$ cat src/rtl/led_rotate_ctrl_if.sv
// led_rotate_ctrl_if: valid/ready command port of the LED rotation sequencer.
// The master (button/command logic) drives the command, the slave (the
// sequencer) answers with cmd_ready.
interface led_rotate_ctrl_if;
    logic       cmd_valid;
    logic       cmd_ready;
    logic [1:0] cmd_op;
    logic [3:0] cmd_arg;

    modport master (
        output cmd_valid,
        output cmd_op,
        output cmd_arg,
        input  cmd_ready
    );

    modport slave (
        input  cmd_valid,
        input  cmd_op,
        input  cmd_arg,
        output cmd_ready
    );
endinterface

$ cat src/rtl/led_rotate_ctrl.sv
// led_rotate_ctrl: command-driven scheduler for the 4-LED one-hot rotation.
// START/PAUSE/HALT/CONFIG arrive on a valid/ready port; each LED step lasts
// TICK_BASE << spd clock cycles, timed by a reloadable down-counter.
// Optional bounce mode (LED reverses at the end LEDs) is compiled in only
// when the macro LED_BOUNCE_EN is defined.
module led_rotate_ctrl #(
    parameter int TICK_BASE = 25000,
    parameter int CNT_W     = 20
) (
    input  logic                clk,
    input  logic                reset,
    led_rotate_ctrl_if.slave    cmd,
    output logic [3:0]          led,
    output logic                busy,
    output logic                step,
    output logic [7:0]          rev_cnt,
    output logic [1:0]          state
);

    typedef enum logic [1:0] {
        ST_IDLE  = 2'b00,
        ST_RUN   = 2'b01,
        ST_PAUSE = 2'b10
    } state_t;

    localparam logic [1:0] OP_START  = 2'b00;
    localparam logic [1:0] OP_PAUSE  = 2'b01;
    localparam logic [1:0] OP_HALT   = 2'b10;
    localparam logic [1:0] OP_CONFIG = 2'b11;

    state_t             state_q, state_d;
    logic [3:0]         led_q, led_d;
    logic [CNT_W-1:0]   cnt_q, cnt_d;
    logic               dir_q, dir_d;
    logic [1:0]         spd_q, spd_d;
    logic [7:0]         rev_q, rev_d;
    logic               step_q, step_d;
    logic               ready_q, ready_d;

`ifdef LED_BOUNCE_EN
    logic               bounce_q, bounce_d;
`else
    logic               unused_bounce_arg;
    assign unused_bounce_arg = cmd.cmd_arg[3];
`endif

    logic               accept;
    logic               is_cfg;
    logic               is_ctl;
    logic [3:0]         adv_led;
    logic               adv_dir;
    logic               adv_rev;

    // Step period minus one for a given speed code; the reload value of cnt.
    function automatic logic [CNT_W-1:0] period_m1(input logic [1:0] s);
        return (CNT_W'(TICK_BASE) << s) - CNT_W'(1);
    endfunction

    // First LED lit for a given direction; also the revolution marker.
    function automatic logic [3:0] start_pat(input logic d);
        return d ? 4'b0001 : 4'b1000;
    endfunction

    assign accept = cmd.cmd_valid && ready_q;
    assign is_cfg = accept && (cmd.cmd_op == OP_CONFIG);
    assign is_ctl = accept && (cmd.cmd_op != OP_CONFIG);

    // Where the LED goes on the next advance, and whether that completes a revolution.
    always_comb begin
        adv_dir = dir_q;
        adv_led = dir_q ? {led_q[2:0], led_q[3]} : {led_q[0], led_q[3:1]};
        adv_rev = 1'b0;
`ifdef LED_BOUNCE_EN
        if (bounce_q && !dir_q && (led_q == 4'b0001)) begin
            adv_dir = 1'b1;
            adv_led = 4'b0010;
            adv_rev = 1'b1;
        end else if (bounce_q && dir_q && (led_q == 4'b1000)) begin
            adv_dir = 1'b0;
            adv_led = 4'b0100;
            adv_rev = 1'b1;
        end else begin
            adv_rev = (adv_led == start_pat(dir_q));
        end
`else
        adv_rev = (adv_led == start_pat(dir_q));
`endif
    end

    // Next-state logic: control commands pre-empt the count, CONFIG rides alongside it.
    always_comb begin
        state_d  = state_q;
        led_d    = led_q;
        cnt_d    = cnt_q;
        dir_d    = dir_q;
        spd_d    = spd_q;
        rev_d    = rev_q;
        step_d   = 1'b0;
        ready_d  = !accept;
`ifdef LED_BOUNCE_EN
        bounce_d = bounce_q;
`endif

        case (state_q)
            ST_IDLE: begin
                if (is_ctl && (cmd.cmd_op == OP_START)) begin
                    state_d = ST_RUN;
                    led_d   = start_pat(dir_q);
                    cnt_d   = period_m1(spd_q);
                end
            end
            ST_RUN: begin
                if (is_ctl) begin
                    case (cmd.cmd_op)
                        OP_START: begin
                            led_d = start_pat(dir_q);
                            cnt_d = period_m1(spd_q);
                        end
                        OP_PAUSE: begin
                            state_d = ST_PAUSE;
                        end
                        default: begin
                            state_d = ST_IDLE;
                            led_d   = 4'b0000;
                            cnt_d   = '0;
                        end
                    endcase
                end else if (cnt_q == '0) begin
                    led_d  = adv_led;
                    dir_d  = adv_dir;
                    cnt_d  = period_m1(spd_q);
                    step_d = 1'b1;
                    if (adv_rev) begin
                        rev_d = rev_q + 8'd1;
                    end
                end else begin
                    cnt_d = cnt_q - CNT_W'(1);
                end
            end
            ST_PAUSE: begin
                if (is_ctl && (cmd.cmd_op == OP_START)) begin
                    state_d = ST_RUN;
                end else if (is_ctl && (cmd.cmd_op == OP_HALT)) begin
                    state_d = ST_IDLE;
                    led_d   = 4'b0000;
                    cnt_d   = '0;
                end
            end
            default: begin
                state_d = ST_IDLE;
                led_d   = 4'b0000;
                cnt_d   = '0;
            end
        endcase

        if (is_cfg) begin
            dir_d    = cmd.cmd_arg[0];
            spd_d    = cmd.cmd_arg[2:1];
`ifdef LED_BOUNCE_EN
            bounce_d = cmd.cmd_arg[3];
`endif
        end
    end

    // State and datapath registers with synchronous reset.
    always_ff @(posedge clk) begin
        if (reset) begin
            state_q  <= ST_IDLE;
            led_q    <= 4'b0000;
            cnt_q    <= '0;
            dir_q    <= 1'b0;
            spd_q    <= 2'b00;
            rev_q    <= 8'd0;
            step_q   <= 1'b0;
            ready_q  <= 1'b1;
`ifdef LED_BOUNCE_EN
            bounce_q <= 1'b0;
`endif
        end else begin
            state_q  <= state_d;
            led_q    <= led_d;
            cnt_q    <= cnt_d;
            dir_q    <= dir_d;
            spd_q    <= spd_d;
            rev_q    <= rev_d;
            step_q   <= step_d;
            ready_q  <= ready_d;
`ifdef LED_BOUNCE_EN
            bounce_q <= bounce_d;
`endif
        end
    end

    assign cmd.cmd_ready = ready_q;
    assign led           = led_q;
    assign busy          = (state_q != ST_IDLE);
    assign step          = step_q;
    assign rev_cnt       = rev_q;
    assign state         = state_q;

endmodule

$ cat src/flat_wrapper.sv
// flat-port wrapper written by rule: the top's interface ports become plain ports
module led_rotate_ctrl_flat 
#(
    parameter int TICK_BASE = 25000,
    parameter int CNT_W     = 20
)
  (clk, reset, led, busy, step, rev_cnt, state, cmd_cmd_valid, cmd_cmd_op, cmd_cmd_arg, cmd_cmd_ready);
  led_rotate_ctrl_if cmd_i ();
  input  logic clk;
  input  logic reset;
  output logic [3:0] led;
  output logic busy;
  output logic step;
  output logic [7:0] rev_cnt;
  output logic [1:0] state;
  input wire logic [$bits(cmd_i.cmd_valid)-1:0] cmd_cmd_valid;
  input wire logic [$bits(cmd_i.cmd_op)-1:0] cmd_cmd_op;
  input wire logic [$bits(cmd_i.cmd_arg)-1:0] cmd_cmd_arg;
  output wire logic [$bits(cmd_i.cmd_ready)-1:0] cmd_cmd_ready;
  assign cmd_i.cmd_valid = cmd_cmd_valid;
  assign cmd_i.cmd_op = cmd_cmd_op;
  assign cmd_i.cmd_arg = cmd_cmd_arg;
  assign cmd_cmd_ready = cmd_i.cmd_ready;
  led_rotate_ctrl #(.TICK_BASE(TICK_BASE), .CNT_W(CNT_W)) u_core (.clk(clk), .reset(reset), .cmd(cmd_i), .led(led), .busy(busy), .step(step), .rev_cnt(rev_cnt), .state(state));
endmodule
$ cat config.mk
export PLATFORM = sky130hd
export DESIGN_NAME = led_rotate_ctrl_flat
export DESIGN_NICKNAME = d
export VERILOG_FILES = /design/src/rtl/led_rotate_ctrl_if.sv /design/src/rtl/led_rotate_ctrl.sv /design/src/flat_wrapper.sv
export SDC_FILE = /design/constraint.sdc
export NUM_CORES = 1
export LEC_CHECK = 0
export CORE_ASPECT_RATIO = 1.1
export CORE_MARGIN = 5
export CORE_UTILIZATION = 57
export DETAILED_ROUTE_END_ITERATION = 10
export GPL_TIMING_DRIVEN = 0
export PLACE_DENSITY = 0.9
export RECOVER_POWER = 50
export REMOVE_ABC_BUFFERS = 1
export SYNTH_ARGS = -nofsm -noshare
export SYNTH_HDL_FRONTEND = slang
export SYNTH_SLANG_ARGS = --single-unit
$ cat constraint.sdc
create_clock -name clk -period 2.8 [get_ports clk]
set_input_delay 0.56 -clock clk [delete_from_list [all_inputs] [get_ports clk]]
set_output_delay 0.56 -clock clk [all_outputs]
set_load 0.01 [all_outputs]
==> results of run 1 <==
-- layout make-up --
class / instances / share of cell area
clock buffers: 6 / 0.0250
clock inverters: 2 / 0.00431
inverters: 11 / 0.0142
multi-input cells: 246 / 0.571
flip-flops and latches: 39 / 0.269
well taps: 54 / 0.0233
repair buffers: 28 / 0.0935
-- per-stage QoR --
stage | hold slack, ns | cell area, sq um | instances
2_1_floorplan | 0.462 | 2440 | 296
3_3_place_gp | 0.494 | 2750 | 374
3_5_place_dp | 0.509 | 2750 | 374
4_1_cts | 0.517 | 2860 | 382
5_1_grt | 0.562 | 2910 | 386
6_report | 0.514 | 2910 | 386
-- report_power, final --
| group | internal [uW] | switching [uW] |
|---|---|---|
| sequential | 582 | 43.7 |
| combinational | 175 | 277 |
| clock | 174 | 196 |
| total | 931 | 517 |
-- final timing paths --
| kind | startpoint | end | slack, ns | depth (start not counted) |
|---|---|---|---|---|
| worst max-delay path | cmd_cmd_op[0] | u_core.cnt_q[12]$_SDFFE_PP0P_ | 0.11 | 7 |
| worst min-delay path | u_core.rev_cnt[7]$_SDFFE_PP0P_ | u_core.rev_cnt[7]$_SDFFE_PP0P_ | 0.51 | 2 |
| worst max register to register | u_core.cnt_q[12]$_SDFFE_PP0P_ | u_core.cnt_q[17]$_SDFFE_PP0P_ | 0.14 | 6 |
| worst min register to register | u_core.rev_cnt[7]$_SDFFE_PP0P_ | u_core.rev_cnt[7]$_SDFFE_PP0P_ | 0.51 | 2 |
-- synth_stat cells (3+ instances only) --
cell      instances
dfxtp_1          39
nor2_1           38
a21oi_1          21
nand2_1          19
clkbuf_1         16
nor3_1           13
xor2_1           13
inv_1            10
ha_1              9
nor4_1            9
nand3_1           8
nand4_1           8
o21ai_1           7
a211oi_1          6
mux2i_1           6
o21ai_0           6
a21o_1            5
and2_1            5
nand2b_1          5
o221ai_1          5
xnor2_1           5
a22oi_1           4
a31oi_1           4
and3_1            4
o211ai_1          4
a311oi_1          3
buf_2             3
nor4_2            3
o211a_1           3
-- cell usage in the layout, fill, tap and decap left out, drive strengths merged, types with 3 or more instances in the layout --
cell	instances
dfxtp	39
nor2	38
a21oi	21
nand2	19
dlygate4sd3	17
nor3	13
xor2	13
nor4	13
o21ai	13
inv	10
ha	9
nand4	8
nand3	8
a211oi	6
mux2i	6
clkbuf	6
xnor2	5
nand2b	5
a21o	5
o221ai	5
clkdlybuf4s50	5
and2	5
o211ai	4
and3	4
a22oi	4
a31oi	4
buf	4
or4	4
o211a	3
a311oi	3
-- layer usage --
layer	part of all wire	global-route usage	vias to the layer above
met5	0	0	-
met4	0.032	0.114	0
met3	0.093	0.0504	30
met2	0.47	0.371	157
met1	0.40	0.294	1165
li1	-	-	1201
-- flip-flops by register name (all words and copies together) (netlist names) --
signal                cells
u_core.state              2
u_core.led                4
u_core.rev_cnt            8
u_core.adv_dir            1
u_core.cnt_q             20
u_core.step               1
u_core.cmd.cmd_ready      1
u_core.spd_q              2
-- worst reg2reg max path: cells and delay by family (launching register included) --
family / cells / cell delay [ns]
simple gates: 5 / 2.12
flops: 1 / 0.36
compound gates: 1 / 0.09
-- cell families (layout without fill, tap and decap cells) --
family	Yosys count	in the layout	share of synthesized area
AND/OR/NAND/NOR	128	128	0.276
AO/OA/AOI/OAI	83	83	0.223
flip-flops	39	39	0.308
buffers and inverters	32	47	0.0533
XOR/XNOR	18	18	0.0622
adder cells (fa/ha/maj)	9	9	0.0444
multiplexers	8	8	0.0326
-- what timing repair did --
item | CTS | global route
hold endpoints to repair | 0 | 0
pin swaps | 0 | 2
buffers inserted | 0 | 4
gates resized for setup | 7 | 4
endpoints found under the setup margin | 20 | 25
==> metrics.yaml, run 1 <==
synth:
  ys_seq_elements: 39
  synth.cell_area_sq_mm: 0.00253
  syn_inst: 317
  synth-edff-count: 0
  synth.area.top_cells: "dfxtp_1, nor2_1, xor2_1"
  synth_top_area_frac: 0.308
  ys_seq_area_frac: 0.308
  avgSynthCellArea_sq_um: 7.99
  ys_warn_count: 0
  async_flop_share: 0
  yosysUniqueCellTypes: 59
  yosysTopAreaCell: "dfxtp_1"
  ys.flop_type: "dfxtp_1"
die:
  rows: 25
  initial_core_util: 0.587
  die_w_um: 73.6
  die_area_sq_mm: 0.00588
  ios: 26
  core_area_sq_mm: 0.00432
  die_y_um: 79.9
job:
  maxCapViolCount: 0
worst_setup_path:
  critical_path_class: "in2reg"
  crit_family: "compound AO/OA/AOI/OAI gates"
  cp_slowest_cell: "dlygate4sd3_1"
  crit_chain: "dlygate4sd3_1 > nand2_1 > a21oi_4 > o21ai_4 > nor3_1 > a21oi_1 > a311oi_1"
  worstPathArrival_ns: 2.90
  crit_fanout: 13
  startpoint_type: "input port"
  crit_buf_inv: 1
  critPathRequiredTime_ns: 3.01
  end_kind: "flip-flop"
  critical-path-max-stage-delay_ns: 0.73
sta:
  finalHoldViolations: 0
  fmax_mhz: 371
  tightest_slew_ns: 1.21
  fin_crit_ns: 2.69
  min_period_over_period: 0.962
  timing.setup.tns_ns: 0
  timing.slew.headroom: 0.196
  finalSetupViolCount: 0
  clock_skew_ns: 0.0124
  setup_slack_ns: 0.106
  drv_slew: 0
layout:
  fin_nets: 349
  antenna_cells: 0
  areaGrowthSynthToFinish_pct: 14.7
  multiInputGateArea_sq_mm: 0.00166
  utilization: 0.673
  nFillCells: 338
  regArea_sq_um: 781
  drive_gt1_frac: 0.0753
drt:
  drc_errors: 0
  vias: 2553
  ant_nets: 0
  wire_per_inst_um: 17.4
  first_iter_violations: 387
  first_pass_iters: 5
  avgViaCountPerCell: 6.61
  drt-total-wl_mm: 6.70
clock_network:
  clock_path_buffers: 2
  path_clk_slew_ns: 0.08
  cts_buffers: 5
  clock_sinks: 39
  cts_tree: "done"
  insertion_delay_ns: 0.30
  h-tree-depth: 2
  postCtsHoldBufs: 0
  ctsRootBufferMaster: "clkbuf_8"
global_routing:
  grt_pass1_vias: 2341
  grt_pass1_wl_mm: 10.9
  grt_max_degree: 32
  antenna_found_initial: 0
  grt_usage: 0.234
  grt-ovfl-total: 0
place:
  place_congestion: 0.899
  dp_hpwl_mm: 4.54
  port_buffers: 24
  pre_cts_ws_ns: -1.33
pwr:
  power_density_mw_per_mm2: 499
  vdd.ir_drop.worst_uv: 371
  power.total_uw: 1450
  p_leak_uw: 0.00118
hold_path:
  min_path_type: "reg2reg"
status:
  status: "complete, no violations"
Note: power is estimated with default switching activity, not from simulation.
==> run 2: changes to the inputs <==
--- a/config.mk
+++ b/config.mk
@@ -13,6 +13,7 @@
 export PLACE_DENSITY = 0.9
 export RECOVER_POWER = 50
 export REMOVE_ABC_BUFFERS = 1
+export SKIP_CTS_REPAIR_TIMING = 1
 export SYNTH_ARGS = -nofsm -noshare
 export SYNTH_HDL_FRONTEND = slang
 export SYNTH_SLANG_ARGS = --single-unit
==> run 2 against run 1 <==
Net effect:
- power decreased by 0.29%
- sequential cell count unchanged
- worst setup slack got worse by 0.0018 ns
- register-to-register slack improved by 0.04 ns
- clock power about the same
- critical endpoint is now u_core.cnt_q[17]$_SDFFE_PP0P_
- largest cell class unchanged
==> metrics.yaml, run 2 (synthesis results as in run 1) <==
layout:
  top_register: "u_core.cnt_q"
  regArea_sq_um: 781  # unchanged
  drive_gt1_frac: 0.0671  # -0.00823
  largest_register_ffs: 20  # unchanged
  nFillCells: 342  # +1.2%
  fin_nets: 345  # -1.1%
  areaGrowthSynthToFinish_pct: 13.8
  layout_commonest_cell: "dfxtp_1"
  fin_area_sq_mm: 0.00288  # -0.73%
  multiInputGateArea_sq_mm: 0.00166  # +0.30%
  antenna_cells: 0  # unchanged
  layout_common_cells: "dfxtp_1, nor2_1, a21oi_1, nand2_1, dlygate4sd3_1"
  instances_no_fill: 382  # -1.0%
worst_setup_path:
  critPathRequiredTime_ns: 3.00  # about the same
  end_kind: "flip-flop"
  r2r_start: "u_core.cnt_q[12]$_SDFFE_PP0P_"
  critical_path_class: "in2reg"
  crit_family: "simple AND/OR/NAND/NOR gates"
  crit_fanout: 27  # +14
  startpoint_type: "input port"
  timing.rr.end: "u_core.cnt_q[17]$_SDFFE_PP0P_"
  worstPathArrival_ns: 2.90  # about the same
  crit_chain: "clkdlybuf4s50_1 > and4b_1 > o21ai_0 > nand3_4 > nand4_1 > a221oi_1 > nor4_1"
  worst_r2r_path_depth: 6  # unchanged
  r2r_slack_ns: 0.18  # +0.04 ns
  cp_slowest_cell: "clkdlybuf4s50_1"
  critical-path-max-stage-delay_ns: 0.64  # -0.09 ns
  crit_buf_inv: 1  # unchanged
global_routing:
  antenna_found_initial: 0  # unchanged
  grt_max_degree: 32  # unchanged
  grt_usage: 0.231  # -0.00258
  grt_pass1_wl_mm: 10.8  # -1.0%
  grt_pass1_vias: 2361  # +0.85%
  grt-ovfl-total: 0  # unchanged
die:
  initial_core_util: 0.587  # unchanged
  core_area_sq_mm: 0.00432  # unchanged
  die_area_sq_mm: 0.00588  # unchanged
  rows: 25  # unchanged
  die_y_um: 79.9  # unchanged
  die_w_um: 73.6  # unchanged
  ios: 26  # unchanged
place:
  port_buffers: 24  # unchanged
  dp_cells: 374  # unchanged
  place_area_sq_mm: 0.00275  # unchanged
  dp_hpwl_mm: 4.54  # unchanged
  place_congestion: 0.899  # unchanged
pwr:
  power_density_mw_per_mm2: 501  # +0.44%
  power.total_uw: 1440  # -0.29%
  vdd.ir_drop.worst_uv: 375  # +1.0%
  p_leak_uw: 0.00117  # -1.1%
clock_network:
  clock_path_buffers: 2  # unchanged
  ctsRootBufferMaster: "clkbuf_8"
  path_clk_slew_ns: 0.08  # about the same
  cts_tree: "done"
  h-tree-depth: 2  # unchanged
  cts_buffers: 5  # unchanged
  clock_sinks: 39  # unchanged
  insertion_delay_ns: 0.30  # about the same
sta:
  finalHoldViolations: 0  # unchanged
  timing.setup.tns_ns: 0  # unchanged
  fin_hold_ws_ns: 0.515  # +0.000404 ns
  finalSetupViolCount: 0  # unchanged
  rsz0062_at_grt: "no"
  min_period_over_period: 0.963  # about the same
  tightest_slew_ns: 1.21  # +0.00742 ns
  drv_slew: 0  # unchanged
  fin_crit_ns: 2.70  # +0.00176 ns
  timing.slew.headroom: 0.189  # -0.00627
  clock_skew_ns: 0.00894  # -0.00345 ns
  fmax_mhz: 371  # about the same
drt:
  drt-total-wl_mm: 6.52  # -2.6%
  m1WireLength_mm: 2.62  # -2.9%
  avgViaCountPerCell: 6.56  # -0.77%
  first_iter_violations: 362  # -6.5%
  first_pass_iters: 5  # unchanged
  wire_per_inst_um: 17.1  # -1.6%
  wl_met3_um: 576  # -7.4%
  dr_wl_met2_mm: 3.10  # -2.1%
  ant_nets: 0  # unchanged
  dr.max_layer_used: "met4"
  drc_errors: 0  # unchanged
  vias: 2507  # -1.8%
hold_path:
  holdCritStartpoint: "u_core.rev_cnt[7]$_SDFFE_PP0P_"
  min_path_type: "reg2reg"
  holdPathEnd: "u_core.rev_cnt[7]$_SDFFE_PP0P_"
  whs_path_depth: 2  # unchanged
job:
  maxCapViolCount: 0  # unchanged
status:
  status: "complete, no violations"
==> run 2: changes by cell type in the layout (fill, tap and decap cells not counted) <==
cell,change
buf_4,-4
clkdlybuf4s50_1,+1
dlygate4sd2_1,-1
dlygate4sd3_1,-1
dlymetal6s2s_1,+1
nor3_1,-1
nor3_2,+1
o21ai_0,+1
o21ai_1,-1
==> run 2: cell type report <==
cell class,count,share of cell area
Clock buffer,6,0.0252
Clock inverter,2,0.00434
Inverter,11,0.0143
Multi-Input combinational cell,246,0.577
Sequential cell,39,0.271
Tap cell,54,0.0234
Timing Repair Buffer,24,0.0850
==> run 2: worst max path at each step <==
stage          cells after the start                             to                          start
2_1_floorplan                      6  u_core.cnt_q[12]$_SDFFE_PP0P_   u_core.state[0]$_SDFFE_PP0P_
3_3_place_gp                       7  u_core.cnt_q[12]$_SDFFE_PP0P_                  cmd_cmd_op[1]
3_5_place_dp                       7  u_core.cnt_q[12]$_SDFFE_PP0P_                  cmd_cmd_op[1]
4_1_cts                            7  u_core.cnt_q[12]$_SDFFE_PP0P_                  cmd_cmd_op[1]
5_1_grt                            6   u_core.cnt_q[9]$_SDFFE_PP0P_  u_core.cnt_q[12]$_SDFFE_PP0P_
6_report                           7  u_core.cnt_q[17]$_SDFFE_PP0P_                  cmd_cmd_op[0]
==> run 2: metal layers <==
layer,track usage,vias up
met2,0.366,130
met4,0.116,0
li1,-,1201
met1,0.288,1147
met3,0.0542,29
met5,0,-
==> run 2: power breakdown <==
part	leakage [uW]	switching, uW	internal, uW
sequential	0.000317	44.0	582
clock	0.0000412	196	174
combinational	0.000813	275	174
==> run 2: tightest hold or removal path: stages, from the launching register on <==
cell     delay (ns)
dfxtp_1        0.35
xor2_1         0.07
nor2_1         0.07
==> run 2: stage by stage <==
| stage | utilization | setup WS, ns |
|---|---|---|
| 6_report | 0.668 | 0.104 |
| 5_1_grt | 0.668 | 0.00888 |
| 4_1_cts | 0.656 | -1.01 |
| 3_5_place_dp | 0.637 | -1.33 |
| 3_3_place_gp | 0.637 | -1.25 |
| 2_1_floorplan | - | 0.211 |
